$ cat src/rtl/keypad_matrix_scanner.sv
// Purpose : scans a ROWSxCOLS passive key matrix one column at a time and debounces the first key found.
// Latency : key_valid pulses one clock after the DEBOUNCE_COUNT-th consistent sample (9 clocks after detection with defaults).
// Backpressure: none; key_valid/key_release are single-cycle strobes and the consumer must take them when they fire.
//
// Ports:
//   clock        scan-rate clock
//   reset        synchronous, active-high
//   row_sense    row lines, active-high, already synchronised
//   col_drive    one-hot active-high column drive
//   key_code     code of last accepted key = col*ROWS + row
//   key_valid    one-cycle pulse on accepted press
//   key_down     high while the accepted key is held
//   key_release  one-cycle pulse on accepted release
module keypad_matrix_scanner #(
    parameter int COLS           = 4,
    parameter int ROWS           = 4,
    parameter int SETTLE_CYCLES  = 4,
    parameter int DEBOUNCE_COUNT = 3,
    parameter int CODE_W         = 4
) (
    input  logic              clock,
    input  logic              reset,
    input  logic [ROWS-1:0]   row_sense,
    output logic [COLS-1:0]   col_drive,
    output logic [CODE_W-1:0] key_code,
    output logic              key_valid,
    output logic              key_down,
    output logic              key_release
);

    localparam int COL_W   = (COLS > 1) ? $clog2(COLS) : 1;
    localparam int ROW_W   = (ROWS > 1) ? $clog2(ROWS) : 1;
    localparam int DWELL_W = (SETTLE_CYCLES > 1) ? $clog2(SETTLE_CYCLES) : 1;
    localparam int CNT_W   = $clog2(DEBOUNCE_COUNT + 1);

    typedef enum logic [1:0] {
        SCAN     = 2'd0,
        DEBOUNCE = 2'd1,
        HELD     = 2'd2
    } state_t;

    state_t              state_q, state_d;
    logic [COL_W-1:0]    col_q, col_d;
    logic [ROW_W-1:0]    row_q, row_d;
    logic [DWELL_W-1:0]  dwell_q, dwell_d;
    logic [CNT_W-1:0]    cnt_q, cnt_d;
    logic [CODE_W-1:0]   code_q, code_d;
    logic                valid_q, valid_d;
    logic                down_q, down_d;
    logic                rel_q, rel_d;

    logic                sample;
    logic [COL_W-1:0]    col_next;
    logic [CNT_W-1:0]    cnt_inc;
    logic [ROW_W-1:0]    low_row;

    // Dwell runs free in every state; the last cycle of each dwell is the sample point.
    assign sample   = (dwell_q == DWELL_W'(SETTLE_CYCLES - 1));
    assign col_next = (col_q == COL_W'(COLS - 1)) ? '0 : col_q + COL_W'(1);
    assign cnt_inc  = cnt_q + CNT_W'(1);

    // Lowest set row bit wins when several keys share the driven column.
    always_comb begin
        low_row = '0;
        for (int i = ROWS - 1; i >= 0; i--) begin
            if (row_sense[i]) begin
                low_row = ROW_W'(i);
            end
        end
    end

    always_ff @(posedge clock) begin
        if (reset) begin
            state_q <= SCAN;
            col_q   <= '0;
            row_q   <= '0;
            dwell_q <= '0;
            cnt_q   <= '0;
            code_q  <= '0;
            valid_q <= 1'b0;
            down_q  <= 1'b0;
            rel_q   <= 1'b0;
        end else begin
            state_q <= state_d;
            col_q   <= col_d;
            row_q   <= row_d;
            dwell_q <= dwell_d;
            cnt_q   <= cnt_d;
            code_q  <= code_d;
            valid_q <= valid_d;
            down_q  <= down_d;
            rel_q   <= rel_d;
        end
    end

    always_comb begin
        state_d = state_q;
        col_d   = col_q;
        row_d   = row_q;
        cnt_d   = cnt_q;
        code_d  = code_q;
        down_d  = down_q;
        valid_d = 1'b0;
        rel_d   = 1'b0;
        dwell_d = sample ? '0 : dwell_q + DWELL_W'(1);

        case (state_q)
            SCAN: begin
                if (sample) begin
                    if (row_sense == '0) begin
                        col_d = col_next;
                    end else begin
                        row_d   = low_row;
                        cnt_d   = CNT_W'(1);
                        state_d = DEBOUNCE;
                    end
                end
            end
            DEBOUNCE: begin
                if (sample) begin
                    if (row_sense[row_q]) begin
                        if (cnt_inc == CNT_W'(DEBOUNCE_COUNT)) begin
                            code_d  = CODE_W'(col_q) * CODE_W'(ROWS) + CODE_W'(row_q);
                            valid_d = 1'b1;
                            down_d  = 1'b1;
                            cnt_d   = '0;   // reused as the release count in HELD
                            state_d = HELD;
                        end else begin
                            cnt_d = cnt_inc;
                        end
                    end else begin
                        // Bounce: drop the candidate and carry on from the next column.
                        cnt_d   = '0;
                        col_d   = col_next;
                        state_d = SCAN;
                    end
                end
            end
            HELD: begin
                if (sample) begin
                    if (!row_sense[row_q]) begin
                        if (cnt_inc == CNT_W'(DEBOUNCE_COUNT)) begin
                            down_d  = 1'b0;
                            rel_d   = 1'b1;
                            cnt_d   = '0;
                            col_d   = col_next;
                            state_d = SCAN;
                        end else begin
                            cnt_d = cnt_inc;
                        end
                    end else begin
                        // Any reappearance of the key restarts the release qualification.
                        cnt_d = '0;
                    end
                end
            end
            default: begin
                state_d = SCAN;
            end
        endcase
    end

    always_comb begin
        col_drive        = '0;
        col_drive[col_q] = 1'b1;
    end

    assign key_code    = code_q;
    assign key_valid   = valid_q;
    assign key_down    = down_q;
    assign key_release = rel_q;

endmodule
$ cat config.mk
export PLATFORM = sky130hd
export DESIGN_NAME = keypad_matrix_scanner
export DESIGN_NICKNAME = d
export VERILOG_FILES = /design/src/rtl/keypad_matrix_scanner.sv
export SDC_FILE = /design/constraint.sdc
export NUM_CORES = 1
export LEC_CHECK = 0
export CAP_MARGIN = 20
export CORE_AREA = 2 2 55 57
export CTS_CLUSTER_DIAMETER = 60
export DETAILED_ROUTE_END_ITERATION = 10
export DIE_AREA = 0 0 57 59
export GPL_TIMING_DRIVEN = 0
export HOLD_SLACK_MARGIN = 0.06
export PLACE_DENSITY_LB_ADDON = 0.25
export SYNTH_ARGS = -nofsm -noshare
export SYNTH_HDL_FRONTEND = slang
export SYNTH_SLANG_ARGS = --single-unit
$ cat constraint.sdc
create_clock -name clock -period 2.7 [get_ports clock]
set_clock_uncertainty 0.05 [all_clocks]
set_input_delay 0.54 -clock clock [delete_from_list [all_inputs] [get_ports clock]]
set_output_delay 0.54 -clock clock [all_outputs]
set_load 0.02 [all_outputs]
# ---- Word-level counts from Yosys, hierarchy flattened
# Index checks and enable logic that the tools add are counted.
dict set report word_totals {
  register_bits 17
  elab_cells 91
  inputBits 6
}
dict set report op_classes {
  n_mux 40
  n_bitwise 5
  order_cmp 3
  add_sub_neg 4
  eq_ne 16
  reduce_logical 14
}
# op n
set op_table {}
lappend op_table {{2-bit two-way mux} 25}
lappend op_table {{2-bit inequality test (second input constant)} 10}
lappend op_table {{2-bit one-hot mux with 3 select lines} 3}
lappend op_table {{7-bit AND reduction} 2}
lappend op_table {{1-bit two-way mux} 9}
lappend op_table {{2-bit == test (second input constant)} 4}
lappend op_table {{8-bit AND reduction} 1}
lappend op_table {{4-bit OR reduction} 2}
lappend op_table {{2-bit by 1-bit adder with 2-bit output (second input constant)} 3}
lappend op_table {{2-bit by 3-bit < comparator with 1-bit output (second input constant)} 2}
lappend op_table {{1-bit NOT} 5}
lappend op_table {{5-bit AND reduction} 1}
lappend op_table {{4-bit by 2-bit adder with 4-bit output} 1}
lappend op_table {{4-bit zero test} 1}
lappend op_table {{4-bit AND reduction} 1}
lappend op_table {{3-bit inequality test (second input constant)} 1}
lappend op_table {{3-bit AND reduction} 1}
lappend op_table {{3-bit nonzero test} 1}
lappend op_table {{1-bit binary-select mux with 2-bit select} 1}
lappend op_table {{1-bit demux with 2-bit select} 1}
lappend op_table {{2-bit by 1-bit == test with 1-bit output (second input constant)} 1}
lappend op_table {{2-bit by 1-bit greater-or-equal comparator with 1-bit output (second input constant)} 1}
lappend op_table {{2-bit zero test} 1}
lappend op_table {{1-bit one-hot mux with 2 select lines} 1}
lappend op_table {{3 further kinds} 3}

# ---- Logic depth before layout (Yosys ltp)
# Gate-level depths: netlist (run 1).
dict set report logic_depth {
  word_depth 6
  depth_mapped 7
  depth_no_buf 7
}

# ---- Worst setup path before layout (run 1)
# Ideal clock, no wire load.
dict set report synth_path {
  kind {input to register}
  from {input port row_sense[3]}
  to {register col_q[1]}
  setup_ns 0.128
  path_stages 5
  arrival_time_ns 1.916
  path_slack_ns 0.606
  n_path_buf 0
  required_time_ns 2.522
  path_cell_list {mux4_2 a211o_1 a221oi_4 mux2i_1 nor2_1}
}
dict set report synth_between {
  elab_chain_len 4
  elab_cells_between_ends 7
  cone_classes {eq/ne: 3; mux: 2; reduce/logical: 2}
}
# item line_no
set synth_lines {}
lappend synth_lines {{start, declared} 23} ;# input logic [ROWS-1:0] row_sense,
lappend synth_lines {{1-bit binary-select mux with 2-bit select} {121, 141}}
lappend synth_lines {{1-bit two-way mux (implied by the code)} {121, 141}}
lappend synth_lines {{2-bit inequality test (no source line)} --}
lappend synth_lines {{8-bit AND reduction (no source line) (*)} --}
lappend synth_lines {{end signal, assigned} 85} ;# col_q <= col_d;
lappend synth_lines {{end, declared} 43} ;# logic [COL_W-1:0] col_q, col_d;
# Mark *: on every way between the ends. The rest lies on a longest branch, timed or not. The select of a mux whose other input is x is not followed.
# A chain may end at the register's enable or synchronous reset.

# ---- Final worst setup path (run 1)
dict set report layout_path {
  from {input port row_sense[0]}
  to {register col_q[1]}
}
# The elaborated chain is that of the path after synthesis.

==> results summary, run 1 <==
The flow ran to the end, and the final reports show no timing, DRC or antenna violations. The internal power contribution came out at 446 uW. Among all stages on the critical path, the largest delay is contributed by nor4_1. The DRC marker count from the first detailed-route iteration came out at 14. The initial core utilization came out at 0.336. Setup repair after global routing left no endpoint under its margin. The count of pins over their slew limit is 0. The arithmetic-cell share of the synthesized area counting full adders, half adders and majority gates came out at 0.124. The finished layout cell area came out at 0.00113 mm2. The clock insertion delay at the later pin of the skew report is 0.29 ns.

Synthesis produced a netlist with a net count of 119. The maximum number of pins on one net before global-route repair is 11. The arrival time at the worst endpoint came out at 2.55 ns.

Of the post-synthesis cell area, the part taken by muxes is 0.0687. The worst ir drop on vdd is 262 uV. The post-layout instance count excluding filler cells came out at 154. The die boundary height came out at 59 um. The tightest min-delay check is of the flop to flop type. For this run, the register share of the synthesized area comes to 0.374.

The root buffer cell chosen for the clock tree is clkbuf_4. In this run the power density over the cells is 614 mW/mm2. In this run the cell area of the synthesized design comes to 911 um2. Final hold analysis gives a worst-case slack of 0.404 ns. The worst setup path is launched from an input pin. The total power came out at 693 uW. The combinational share of power came out at 0.362.

Once routing completed, OpenROAD measured the worst setup slack at 0.275 ns. The xor-xnor portion of the synthesized cell area came out at 0. The TritonCTS clock tree is built.

The clock transition at the register clock pins on the worst setup and hold paths after CTS is 0.11 ns. The portion of the clock cycle consumed by the worst path in the final layout came out at 0.898. Dividing the detail-routed wire length by the instance count gives 11.9 um.

The number of antenna violations at the first check in global routing came out at 0. The via total after detailed routing is 784. The die outline area came out at 0.00336 mm2. The number of standard cells after synthesis came out at 104.

The wire length after detailed routing came out at 1830 um. The repair_antennas step left the layout with diodes totalling 0. By area the synthesized netlist is led by dfxtp_1, ha_1, nor2_1, inv_1, a21oi_1. The routability congestion estimate from global placement is 0.727.

The total overflow left after global routing is 0. The area added between synthesis and finish came out at 23.8%. The first-pass GRT wire length came out at 3070 um. The fraction of the mapped netlist area in compound gates is 0.190.

At the worst endpoint, the required time is 2.83 ns. CTS built an H-tree with a depth of 1. Prior to clock tree synthesis, the placed netlist has a worst setup slack of -0.0475 ns. The via density per instance came out at 5.09. After synthesis, the largest family of logic cells by area is compound AO/OA/AOI/OAI gates.

The share of layout cells above drive strength 1 is 0.0650. The area of the core is 0.00271 mm2. The number of detailed-routing iterations run before antenna repair is 4. The critical path capture point type is a flop.

The share of total power dissipated in the clock network is 0.205. The global-route usage over all layers is 0.119. The number of buffers on the longest clock path came out at 2. The number of clock sinks came out at 17. Summed over all instances, the cell type with the most area after synthesis is dfxtp_1. The final net count is 139. Setup total negative slack on the finished layout was measured at 0 ns. The DRC violation count after routing is 0. For this design, the CTS-stage hold fixing added 0 buffers. In this run the horizontal extent of the chip is 57 um.

The via count of the first global-routing pass is 714. The number of buffers created by CTS came out at 3. The number of fillers in the final layout is 285. The count of nets left with antenna violations once routing finished came out at 0. The quantity of gates resized following cts came out at 0. The maximum fanout along the worst path is 4.

The number of synthesized register bits came out at 17. The worst setup slack for register-to-register paths came out at 0.59 ns. The setup fix buffers added after clock tree synthesis came out at 0. The maximum clock frequency is 412 MHz.

The number of max-cap violations came out at 0. The leakage power is 0.455 nW. Of the total power, registers draw 0.433. After detailed placement, the total cell area comes to 0.00110 mm2. The final number of hold-violating endpoints was 0.

In this design, the stage delay of the slowest critical-path cell is 0.62 ns. The post-route core utilization is 0.416. The count of buffers from port buffering is 15. Walking the worst path, the cells encountered are clkdlybuf4s50_1, nor4_1, o211ai_1, a221oi_4, mux2i_1, nor2_1.

The distinct cell type count after synthesis is 32. Of the total power, the share spent switching nets is 0.356. After floorplanning, the core was divided into 19 placement rows. The yosys synthesis warning count came out at 0. The analysis attributes to net switching a power of 246 uW.

The area fraction of the dominant cell type after synthesis came out at 0.374. The simple-gate area share of the yosys netlist came out at 0.187. The minimum clock period is 2.43 ns. In this run the mean area of a mapped cell was 8.76 um2. Setup violations remaining at the end of the flow were counted as 0. The cell total after placement is 150.

For the pin with the worst max-slew slack, the measured transition is 0.647 ns. The detailed-placement wirelength estimate came out at 1420 um. The relative slew slack came out at 0.565. The number of placed I/O pins came out at 17.

The critical path in this run is classified as input pin to flop.
final timing paths:
check                              from                    end  cells after the start
setup / recovery           row_sense[0]  col_q[1]$_SDFFE_PP0P_                      6
hold / removal    dwell_q[0]$_SDFF_PP0_  dwell_q[0]$_SDFF_PP0_                      1
setup reg to reg  row_q[1]$_SDFFE_PP0P_  col_q[1]$_SDFFE_PP0P_                      5
hold reg to reg   dwell_q[0]$_SDFF_PP0_  dwell_q[0]$_SDFF_PP0_                      1
worst max-delay path: cells and delay by family:
kind / cells / cell delay, ns
AND/OR/NAND/NOR: 2 / 0.67
buffers and inverters: 1 / 0.46
AO/OA/AOI/OAI: 2 / 0.66
multiplexers: 1 / 0.21
flip-flops by register name, summed over array words and instances (netlist names):
| name | flops |
|---|---|
| row_q | 2 |
| col_q | 2 |
| dwell_q | 2 |
| key_valid | 1 |
| state_q | 2 |
| cnt_q | 2 |
| key_code | 4 |
| key_down | 1 |
| key_release | 1 |
synthesized netlist by cell type:
cell / n
dfxtp_1: 17
nor2_1: 17
inv_1: 11
ha_1: 9
a21oi_1: 8
nand2_1: 6
mux2i_1: 4
clkbuf_1: 3
nor4_1: 3
nand2b_1: 2
nor3_1: 2
o21ai_0: 2
a2111oi_0: 1
a211o_1: 1
a21o_1: 1
a221oi_1: 1
a221oi_4: 1
a2bb2oi_1: 1
a311oi_1: 1
a41o_1: 1
and2_1: 1
and3_1: 1
mux4_2: 1
nand3_1: 1
nand4_1: 1
nor2b_1: 1
o211ai_1: 1
o221a_2: 1
o2bb2ai_1: 1
o31ai_1: 1
or2_2: 1
or3_1: 1
logic make-up (layout without fill, tap and decap cells):
family,after synthesis,in the layout
AOI/OAI and AO/OA,22,22
adders and majority gates,9,9
muxes,5,5
DFF,17,17
buffers and inverters,14,33
and+or+nand+nor,37,37
cells in the final DEF (no fill, tap or decap):
master and instances:
nor2b_1 1, nand2b_1 2, a41o_1 1, nor2_1 17, clkbuf_4 3, a311oi_1 1
ha_1 9, nand3_1 1, a21oi_1 8, clkinv_2 1, nand4_1 1, mux2i_1 4
and3_1 1, dfxtp_1 17, nor4_1 3, a21o_1 1, inv_1 11, or2_2 1
clkbuf_1 3, a221oi_4 1, o31ai_1 1, a2111oi_0 1, nand2_1 6, o21ai_0 2
o221a_2 1, a2bb2oi_1 1, and2_1 1, nor3_1 2, o2bb2ai_1 1, o211ai_1 1
or3_1 1, a211o_1 1, mux4_2 1, a221oi_1 1, clkdlybuf4s50_1 15
routing by layer:
metal | share of wire | wire (um) | vias up | track usage
met2 | 0.47 | 864 | 16 | 0.207
met4 | 0.016 | 29 | 0 | 0.0598
met3 | 0.042 | 77 | 4 | 0.0262
li1 | - | - | 403 | -
met1 | 0.47 | 857 | 361 | 0.137
met5 | 0 | 0 | - | 0
layout make-up:
class	count	area [um2]	share of cell area
multi-input cells	73	518	0.459
flip-flops and latches	17	340	0.302
repair buffers	15	150	0.133
inverters	11	41.3	0.0366
well taps	31	38.8	0.0344
clock buffers	3	22.5	0.0200
plain buffers	3	11.3	0.00999
clock inverters	1	5.00	0.00444
power by group through the flow:
stage / logic, mW / registers, mW / clock network [mW]
final: 0.250 / 0.300 / 0.142
after CTS: 0.251 / 0.301 / 0.147
after global routing: 0.278 / 0.306 / 0.161
after floorplan: 0.188 / 0.303 / 0
after global placement: 0.246 / 0.304 / 0
after detailed placement: 0.250 / 0.307 / 0
Power figures use the tool's default switching activity.
==> inputs of run 2 (changes only) <==
- CORE_AREA: 2 2 55 57 -> 2 2 49 51
- CTS_CLUSTER_DIAMETER: 60 -> 50
- DIE_AREA: 0 0 57 59 -> 0 0 51 53
- SKIP_LAST_GASP: unset -> 1
==> results summary, run 2 (synthesis results as in run 1) <==
The number of placed I/O pins came to 17 (unchanged). The global-route usage over all layers came out at 0.149 (+0.0299). The count of pins over their slew limit came out at 0 (unchanged). The arrival time at the worst endpoint came out at 2.53 ns (-0.02 ns). The number of antenna repair diodes came out at 0 (unchanged). The smallest hold slack came to 0.398 ns (-0.00664 ns). The quantity of gates resized following cts was 0 (unchanged). The number of rows in the core area is 17 (-2). The initial core utilization came out at 0.424 (+0.0879). The logic depth of the worst register-to-register path came to 5 (unchanged).

The portion of the clock cycle consumed by the worst path in the final layout was 0.889 (-0.00940). The clock insertion delay at the later pin of the skew report is 0.29 ns (about the same). In this run the worst setup path begins at row_sense[0]. The share of layout cells above drive strength 1 is 0.0650 (unchanged). In the layout the commonest cells are nor2_1, dfxtp_1, clkdlybuf4s50_1. The area added between synthesis and finish is 23.4%. The setup path with the least slack is of type input pin to flop.

The element type at the critical path start is an input pin. In this run the most critical hold path is launched from dwell_q[0]$_SDFF_PP0_. The worst min-delay path category is flop to flop. The beginning of the worst register-to-register path is row_q[1]$_SDFFE_PP0P_. The cell chosen for the clock root is clkbuf_4. The area of the core came out at 0.00215 mm2 (-21%).

TritonCTS built the clock tree. The met3 usage in global routing came out at 0.0254 (-0.000777). The flow ran to the end, and the final reports show no timing, DRC or antenna violations. The slew of the pin with the lowest slew margin came out at 0.644 ns (-0.00272 ns). The final-report setup violation count is 0 (unchanged).

The clock transition at the register clock pins on the worst setup and hold paths after CTS is 0.10 ns (about the same). The number of antenna violations at the first check in global routing came out at 0 (unchanged). The number of buffers on the longest clock path came out at 2 (unchanged). The met1 track demand over resource came to 0.174 (+0.0363). The maximum fanout along the worst path came out at 4 (unchanged). The relative slew slack was 0.567 (+0.00183). The routed wire length per instance came out at 12.0 um (+0.76%). The remaining global-route overflow came out at 0 (unchanged). The number of max-cap violations was 0 (unchanged). The maximum clock frequency came out at 417 MHz (+1.1%). The total power is 692 uW (about the same). The first-pass GRT wire length is 2970 um (-3.2%).

The number of fillers in the final layout came out at 215 (-25%). The leakage power is 0.455 nW (unchanged). The die boundary height came out at 53 um (-10%). The DRC violation count after routing is 0 (unchanged). The met2 demand-to-capacity share in global routing is 0.264 (+0.0572). The number of buffers created by CTS is 3 (unchanged). The number of flip-flops in the largest register came out at 4 (unchanged). The wire length after detailed routing is 1810 um (-1.2%). The DRC marker count from the first detailed-route iteration is 4 (-10). The number of stages on the worst hold path is 1 (unchanged). The via count of the first global-routing pass came out at 735 (+2.9%). The final net count came out at 139 (unchanged). The count of buffers from port buffering came out at 15 (unchanged).

The via density per instance was 5.26 (+3.3%). The setup fix buffers added after clock tree synthesis is 0 (unchanged). The footprint of the flip-flops and latches came out at 340 um2 (unchanged). Setup repair after global routing left no endpoint under its margin.

The routability congestion estimate from global placement came out at 0.829 (+14%). The die outline area is 0.00270 mm2 (-20%). The total power divided by cell area is 616 mW/mm2 (+0.27%). The data required time at the worst endpoint came to 2.83 ns (about the same).

The detailed-placement wirelength estimate came out at 1420 um (+0.35%). The number of levels in the clock H-tree came out at 1 (unchanged). The maximum number of pins on one net before global-route repair was 11 (unchanged). The number of routed nets with antenna violations came out at 0 (unchanged). The number of detailed-routing iterations run before antenna repair is 5 (+1).

The minimum clock period is 2.40 ns (-0.0254 ns). The final number of hold-violating endpoints is 0 (unchanged). The worst ir drop on vdd is 387 uV (+48%). The via total after detailed routing is 794 (+1.3%). met2 is the most crowded layer. The number of clock sinks came to 17 (unchanged). The combined area of the multi-input logic cells is 518 um2 (unchanged).

The worst setup path is captured at a flop. The post-cts hold buffer count was 0 (unchanged). The die outline width is 51 um (-11%).
## run 2: path summary, 6_finish.rpt
| check | endpoint | slack [ns] |
|---|---|---|
| worst min register to register | dwell_q[0]$_SDFF_PP0_ | 0.40 |
| worst max register to register | col_q[1]$_SDFFE_PP0P_ | 0.63 |
| worst max-delay path | col_q[1]$_SDFFE_PP0P_ | 0.30 |
| worst min-delay path | dwell_q[0]$_SDFF_PP0_ | 0.40 |
## run 2: layout make-up
class,count,share of cell area
repair buffers,15,0.134
multi-input cells,73,0.461
well taps,28,0.0312
flip-flops and latches,17,0.303
inverters,11,0.0367
clock inverters,1,0.00445
plain buffers,3,0.0100
clock buffers,3,0.0200
## run 2: metrics by stage
step                instance area (um2)  TNS [ns]  setup WS, ns  std cells   util
floorplan                           911         0         0.606        104      -
global placement                   1100   -0.0266       -0.0266        147  0.510
detailed placement                 1100  -0.00278      -0.00278        147  0.510
CTS                                1120         0         0.296        151  0.523
global route                       1120         0         0.100        151  0.523
finish                             1120         0         0.300        151  0.523
## run 2: worst max-delay path, stage by stage
cell and delay (ns):
clkdlybuf4s50_1 0.45, nor4_1 0.61, o211ai_1 0.27, a221oi_4 0.39, mux2i_1 0.21, nor2_1 0.05
## run 2: routing by layer
metal | vias up | part of all wire
li1 | 402 | -
met1 | 370 | 0.45
met2 | 18 | 0.49
met3 | 4 | 0.044
met4 | 0 | 0.013
met5 | - | 0
## run 2: power breakdown
part / internal (mW) / switching [mW]
logic: 0.115 / 0.137
clock network: 0.0551 / 0.0844
registers: 0.277 / 0.0240
total: 0.447 / 0.245
